### src/rtl/exp_preprocess_pipe_pkg.sv
// Shared softmax exp-preprocess configuration: default widths and the shift terms
// of the log2(e) approximation 1 + 1/2 - 1/16 (+ 1/256 with EXP_PRE_PRECISE_EN).
package exp_preprocess_pipe_pkg;

  localparam int DEF_DATA_W   = 32;
  localparam int DEF_FRAC_W   = 10;

  localparam int SH_HALF      = 1;
  localparam int SH_SIXTEENTH = 4;
  localparam int SH_PRECISE   = 8;

  typedef enum logic {
    MODE_PLAIN  = 1'b0,
    MODE_STAGE4 = 1'b1
  } lnf_mode_e;

endpackage

### src/rtl/exp_preprocess_pipe_lane.sv
// One lane of the log2(e) scaling: R = A*~1.4375 (or ~1.4414 with EXP_PRE_PRECISE_EN),
// split into a signed integer floor and an unsigned fraction.
module exp_pre_lane
  import exp_preprocess_pipe_pkg::*;
#(
  parameter int DATA_W = DEF_DATA_W,
  parameter int FRAC_W = DEF_FRAC_W
) (
  input  logic signed [DATA_W+FRAC_W-1:0] a,
  output logic        [DATA_W-1:0]        u,
  output logic        [FRAC_W-1:0]        v
);

  localparam int W = DATA_W + FRAC_W;

  logic signed [W-1:0] r;

  always_comb begin
    r = a + (a >>> SH_HALF) - (a >>> SH_SIXTEENTH);
`ifdef EXP_PRE_PRECISE_EN
    r = r + (a >>> SH_PRECISE);
`endif
  end

  // Arithmetic shifts keep R two's complement, so the top bits are already the floor.
  assign u = r[W-1:FRAC_W];
  assign v = r[FRAC_W-1:0];

endmodule

### src/rtl/exp_preprocess_pipe.sv
// Two-stage exp preprocessing pipe: stage 1 forms A = (xi<<FRAC_W) + lnf, stage 2 registers
// the log2(e)-scaled integer/fraction split. EXP_PRE_PRECISE_EN selects the finer constant.
module exp_preprocess_pipe
  import exp_preprocess_pipe_pkg::*;
#(
  parameter int DATA_W = DEF_DATA_W,
  parameter int FRAC_W = DEF_FRAC_W,
  parameter int LANES  = 4
) (
  input  logic                      clk,
  input  logic                      rst_n,
  input  logic                      in_valid,
  output logic                      in_ready,
  input  logic [LANES*DATA_W-1:0]   xi,
  input  logic [DATA_W-1:0]         lnf,
  input  logic                      is_stage4,
  input  logic                      in_last,
  output logic                      out_valid,
  input  logic                      out_ready,
  output logic [LANES*DATA_W-1:0]   u,
  output logic [LANES*FRAC_W-1:0]   v,
  output logic                      out_last
);

  localparam int W = DATA_W + FRAC_W;

  logic      s1_valid, s1_last;
  logic      s2_valid, s2_last;
  logic      s1_advance, s2_load, in_fire;
  lnf_mode_e mode;
  logic [W-1:0] lnf_ext;

  assign s2_load    = !s2_valid || out_ready;
  assign s1_advance = s1_valid && s2_load;
  assign in_ready   = !s1_valid || s1_advance;
  assign in_fire    = in_valid && in_ready;

  assign mode    = lnf_mode_e'(is_stage4);
  assign lnf_ext = (mode == MODE_STAGE4) ? {{FRAC_W{lnf[DATA_W-1]}}, lnf} : '0;

  always_ff @(posedge clk or negedge rst_n) begin
    if (!rst_n) begin
      s1_valid <= 1'b0;
      s1_last  <= 1'b0;
      s2_valid <= 1'b0;
      s2_last  <= 1'b0;
    end else begin
      if (in_ready) begin
        s1_valid <= in_valid;
        s1_last  <= in_last;
      end
      if (s2_load) begin
        s2_valid <= s1_valid;
      end
      if (s1_advance) begin
        s2_last <= s1_last;
      end
    end
  end

  assign out_valid = s2_valid;
  assign out_last  = s2_last;

  genvar gi;
  generate
    for (gi = 0; gi < LANES; gi++) begin : g_lane
      logic [W-1:0]      a_next, a_q;
      logic [DATA_W-1:0] lane_u, u_q;
      logic [FRAC_W-1:0] lane_v, v_q;

      // Concatenation is the W-bit wrap of xi<<FRAC_W.
      assign a_next = {xi[gi*DATA_W +: DATA_W], {FRAC_W{1'b0}}} + lnf_ext;

      always_ff @(posedge clk or negedge rst_n) begin
        if (!rst_n) begin
          a_q <= '0;
        end else if (in_fire) begin
          a_q <= a_next;
        end
      end

      exp_pre_lane #(
        .DATA_W (DATA_W),
        .FRAC_W (FRAC_W)
      ) u_lane (
        .a (a_q),
        .u (lane_u),
        .v (lane_v)
      );

      always_ff @(posedge clk or negedge rst_n) begin
        if (!rst_n) begin
          u_q <= '0;
          v_q <= '0;
        end else if (s1_advance) begin
          u_q <= lane_u;
          v_q <= lane_v;
        end
      end

      assign u[gi*DATA_W +: DATA_W] = u_q;
      assign v[gi*FRAC_W +: FRAC_W] = v_q;
    end
  endgenerate

endmodule

### config.mk
export PLATFORM = sky130hd
export DESIGN_NAME = exp_preprocess_pipe
export DESIGN_NICKNAME = d
export VERILOG_FILES = /design/src/rtl/exp_preprocess_pipe_pkg.sv /design/src/rtl/exp_preprocess_pipe_lane.sv /design/src/rtl/exp_preprocess_pipe.sv
export SDC_FILE = /design/constraint.sdc
export NUM_CORES = 1
export LEC_CHECK = 0
export CORE_MARGIN = 5
export CORE_UTILIZATION = 53
export CTS_CLUSTER_DIAMETER = 50
export CTS_CLUSTER_SIZE = 20
export DETAILED_ROUTE_END_ITERATION = 10
export PLACE_DENSITY = 0.79
export SYNTH_ARGS = -nofsm -noshare
export SYNTH_HDL_FRONTEND = slang
export SYNTH_SLANG_ARGS = --single-unit
### constraint.sdc
create_clock -name clk -period 3.88 [get_ports clk]
set_input_delay 0.388 -clock clk [delete_from_list [all_inputs] [get_ports clk]]
set_output_delay 0.388 -clock clk [all_outputs]
set_load 0.005 [all_outputs]
==> impl_metrics.sql <==
INSERT INTO impl_metrics (metric_group, metric, value, unit) VALUES
('run_status', 'outcome', 'completed', ''),
('route', 'vias', '25752', ''),
('clock_tree', 'cts_tree', 'built', ''),
('critical_path', 'worst-setup-path-type', 'reg2reg', ''),
('synth', 'postSynthRegisterBits', '292', ''),
('critical_path', 'critical_path.startpoint_type', 'flip-flop', ''),
('timing', 'setup_repair_after_global_routing_missed_its_margin', 'yes', ''),
('synth', 'synth.distinct_cells', '88', ''),
('final_layout', 'syn2layout_area_growth', '27.4', '%'),
('critical_path', 'worstReg2RegStart', 'g_lane[0].a_q[5]', ''),
('final_layout', 'utilization', '67.9', '%'),
('global_route', 'first_global_vias', '24947', ''),
('clock_tree', 'cts_buffers', '40', ''),
('critical_path', 'cp_slowest_cell', 'sky130_fd_sc_hd__fa_1', ''),
('critical_path', 'crit_path_dat', '4310', 'ps'),
('synth', 'synth.net_count', '4047', ''),
('route', '1st_iter_drt_viols', '1544', ''),
('synth', 'synth_cells', '3468', ''),
('timing', 'timing.slew.headroom', '38.2', '%'),
('clock_tree', 'htreeDepth', '2', ''),
('floorplan', 'floorplan.initialDensity', '53.3', '%'),
('synth', 'yosys.area.top_type_share', '25.6', '%'),
('clock_tree', 'cts.path.max_buffers', '3', ''),
('clock_tree', 'cts_sinks', '292', ''),
('critical_path', 'reg2reg_to', 'g_lane[1].u_q[25]', ''),
('synth', 'yosys-top-cells-count', 'sky130_fd_sc_hd__inv_1, sky130_fd_sc_hd__nand2_1, sky130_fd_sc_hd__o21ai_0', ''),
('critical_path', 'critical_path_start', 'g_lane[0].a_q[5]', ''),
('floorplan', 'coreArea', '0.0536', 'mm^2'),
('critical_path', 'worst_path_largest_cell_delay', '610', 'ps'),
('pwr', 'combinational_power_share', '70.0', '%'),
('placed_design', 'dpl.hpwl', '65300', 'um'),
('pwr', 'internal-power', '0.0160', 'W'),
('timing', 'final.period_utilization', '99.7', '%'),
('min_path', 'hold_class', 'in2reg', ''),
('global_route', 'first_pass_grt_wire_length', '130000', 'um'),
('pwr', 'vdd_ir_drop_max', '0.354', 'mV'),
('critical_path', 'worstRegToRegCells', '15', ''),
('synth', 'yosys.cell_count.top_type', 'sky130_fd_sc_hd__inv_1', ''),
('clock_tree', 'worst_skew_pair.late_latency', '570', 'ps'),
('synth', 'async_flop_share', '100', '%'),
('placed_design', 'quantity_of_i_o_buffers_inserted_on_ports', '336', ''),
('timing', 'f_max', '0.258', 'GHz'),
('timing', 'finalClockSkew', '20.5', 'ps'),
('clock_tree', 'worst_setup_hold_path_clk_slew', '60', 'ps'),
('route', 'avgViaCountPerCell', '5.47', ''),
('global_route', 'grt_max_degree', '113', ''),
('route', 'detail_route.wl_per_cell', '17.6', 'um'),
('route', 'finalWirelength', '82600', 'um'),
('clock_tree', 'cts.root.buffer_cell', 'sky130_fd_sc_hd__clkbuf_16', ''),
('synth', 'yosys-top-cells-area', 'sky130_fd_sc_hd__dfrtp_1, sky130_fd_sc_hd__ha_1, sky130_fd_sc_hd__fa_1', ''),
('timing', 'slew_violations', '0', ''),
('critical_path', 'crit_chain', 'fa_1, inv_2, ha_4, a211oi_4, o21ai_4, a31oi_4, nor3_4, o2111ai_4, a21oi_4, o41ai_4, buf_4, nor3_2, nor3_1, xor2_1, o21ai_1', ''),
('floorplan', 'pin_count', '337', ''),
('synth', 'synth.avg_cell_area', '8.24', 'um^2'),
('critical_path', 'path_max_fanout', '5', ''),
('pwr', 'seq_power_share', '16.9', '%'),
('route', 'ant_nets', '0', ''),
('floorplan', 'fp.dieArea', '0.0587', 'mm^2'),
('run', 'cap_violations', '0', ''),
('critical_path', 'setup_slack_reg_to_reg', '10', 'ps'),
('floorplan', 'die-width', '242', 'um'),
('pwr', 'total_leakage_power', '17.9', 'nW'),
('critical_path', 'cp-endpoint', 'g_lane[1].u_q[25]', ''),
('synth', 'count_of_flip_flops_with_a_built_in_enable_after_synthesis', '0', ''),
('final_layout', 'post_route_non_filler_standard_cell_count', '4705', ''),
('synth', 'synth.yosys.seq_area_share', '25.6', '%'),
('synth', 'synth_ff_type', 'sky130_fd_sc_hd__dfrtp_1', ''),
('final_layout', 'fillCellCount', '4325', ''),
('placed_design', 'placed_cells_incl_taps', '4613', ''),
('synth', 'yosysTopAreaCell', 'sky130_fd_sc_hd__dfrtp_1', ''),
('pwr', 'fin_total_pwr', '0.0293', 'W');
kinds of logic after synthesis:
logic type	count (synthesis)	share of synthesized area, %
adders and majority gates	415	22.0
buffers and inverters	609	8.27
muxes	9	0.355
and+or+nand+nor	825	13.0
xor gates and xnor gates	262	8.03
DFF	292	25.6
AOI/OAI and AO/OA	1056	22.8
cell type report:
cell class	count	area [um^2]	area share [%]
well taps	696	871	2.39
flip-flops and latches	292	7310	20.1
inverters	489	1840	5.05
multi-input cells	2567	19600	53.7
clock buffers	44	1060	2.90
diodes	2	5.00	0.0137
clock inverters	28	324	0.890
repair buffers	587	5440	14.9
power by group through the flow:
stage          Clock (W)  Combinational [W]  Sequential, W
2_1_floorplan          0             0.0128        0.00492
3_3_place_gp           0             0.0188        0.00496
3_5_place_dp           0             0.0191        0.00500
4_1_cts          0.00390             0.0194        0.00497
5_1_grt          0.00402             0.0228        0.00511
6_report         0.00383             0.0205        0.00496
registers in the layout, indices dropped and copies added, names as in the netlist:
name / cells
s1_last: 1
out_last: 1
g_lane.a_q: 138
g_lane.u_q: 128
s1_valid: 1
out_valid: 1
g_lane.v_q: 22
layer usage:
| metal | vias to the layer above | wire (um) | GRT usage, % |
|---|---|---|---|
| li1 | 12765 | - | - |
| met5 | - | 7 | 0 |
| met2 | 728 | 38400 | 44.6 |
| met1 | 12129 | 36400 | 36.5 |
| met3 | 128 | 5060 | 4.71 |
| met4 | 2 | 2740 | 8.21 |
cell usage in the layout (no fill, tap or decap), types with 7 or more instances in the layout:
master                            Yosys  layout
sky130_fd_sc_hd__nand2b_1            39      39
sky130_fd_sc_hd__o21ai_2              1       8
sky130_fd_sc_hd__xor2_1             121     120
sky130_fd_sc_hd__o2111ai_1            8       7
sky130_fd_sc_hd__clkdlybuf4s50_1      0     335
sky130_fd_sc_hd__o21a_1              24      24
sky130_fd_sc_hd__a211oi_1            12       9
sky130_fd_sc_hd__nor3_1              35      30
sky130_fd_sc_hd__ha_1               267     254
sky130_fd_sc_hd__mux2_2               9       9
sky130_fd_sc_hd__o211ai_1            17      17
sky130_fd_sc_hd__a41oi_1             10       9
sky130_fd_sc_hd__xnor2_1            141     141
sky130_fd_sc_hd__nand4_1             29      29
sky130_fd_sc_hd__dfrtp_1            292     291
sky130_fd_sc_hd__and2_1              34      33
sky130_fd_sc_hd__o21ai_0            366     347
sky130_fd_sc_hd__a21oi_1            245     227
sky130_fd_sc_hd__or3_1                7       7
sky130_fd_sc_hd__inv_1              488     478
sky130_fd_sc_hd__buf_12               0      13
sky130_fd_sc_hd__clkbuf_16            0      41
sky130_fd_sc_hd__a31oi_1             30      25
sky130_fd_sc_hd__inv_2                1      10
sky130_fd_sc_hd__ha_4                 0      12
sky130_fd_sc_hd__o21ai_1             34      45
sky130_fd_sc_hd__a21oi_2              2      17
sky130_fd_sc_hd__nand3_1             48      47
sky130_fd_sc_hd__clkinv_2             0       7
sky130_fd_sc_hd__fa_1               146     145
sky130_fd_sc_hd__buf_4               18     232
sky130_fd_sc_hd__nand2_1            427     423
sky130_fd_sc_hd__a21o_1             154     154
sky130_fd_sc_hd__and3_1              15      15
sky130_fd_sc_hd__nor2_1             125     123
sky130_fd_sc_hd__o31ai_1             19      16
sky130_fd_sc_hd__o21bai_1            50      48
sky130_fd_sc_hd__or2_2                8       8
sky130_fd_sc_hd__nor2b_1             29      27
critical path, delay by kind of cell, from the launching register on:
family / cells / cell delay, ps
compound gates: 7 / 1580
xor+xnor: 1 / 210
fa+ha+maj: 2 / 840
buf+inv: 2 / 270
flops: 1 / 420
simple gates: 3 / 400
repair_timing:
item / 4_1_cts / 5_1_grt
resized for setup: 17 / 120
pin swaps: 4 / 74
setup buffers: 1 / 17
hold endpoints to repair: 107 / 0
endpoints found under the setup margin: 18 / 55
hold buffers: 1 / 0
how the worst min path moves through the flow:
stage                        from          endpoint  slack, ps  cells past startpoint
after global placement    s1_last          out_last        440                      2
final                      lnf[8]  g_lane[0].a_q[8]        410                      3
after global routing       lnf[1]  g_lane[0].a_q[1]        420                      3
after CTS                  lnf[5]  g_lane[0].a_q[5]        380                      3
after floorplan             rst_n  g_lane[0].a_q[0]         90                      0
after detailed placement  s1_last          out_last        460                      2
stage by stage:
stage	setup WS, ps	cell area [um^2]
2_1_floorplan	65.8	28600
3_3_place_gp	-214	34200
3_5_place_dp	-293	34200
4_1_cts	1.99	35700
5_1_grt	-117	36400
6_report	10.4	36400
(Power assumes the default switching activity.)
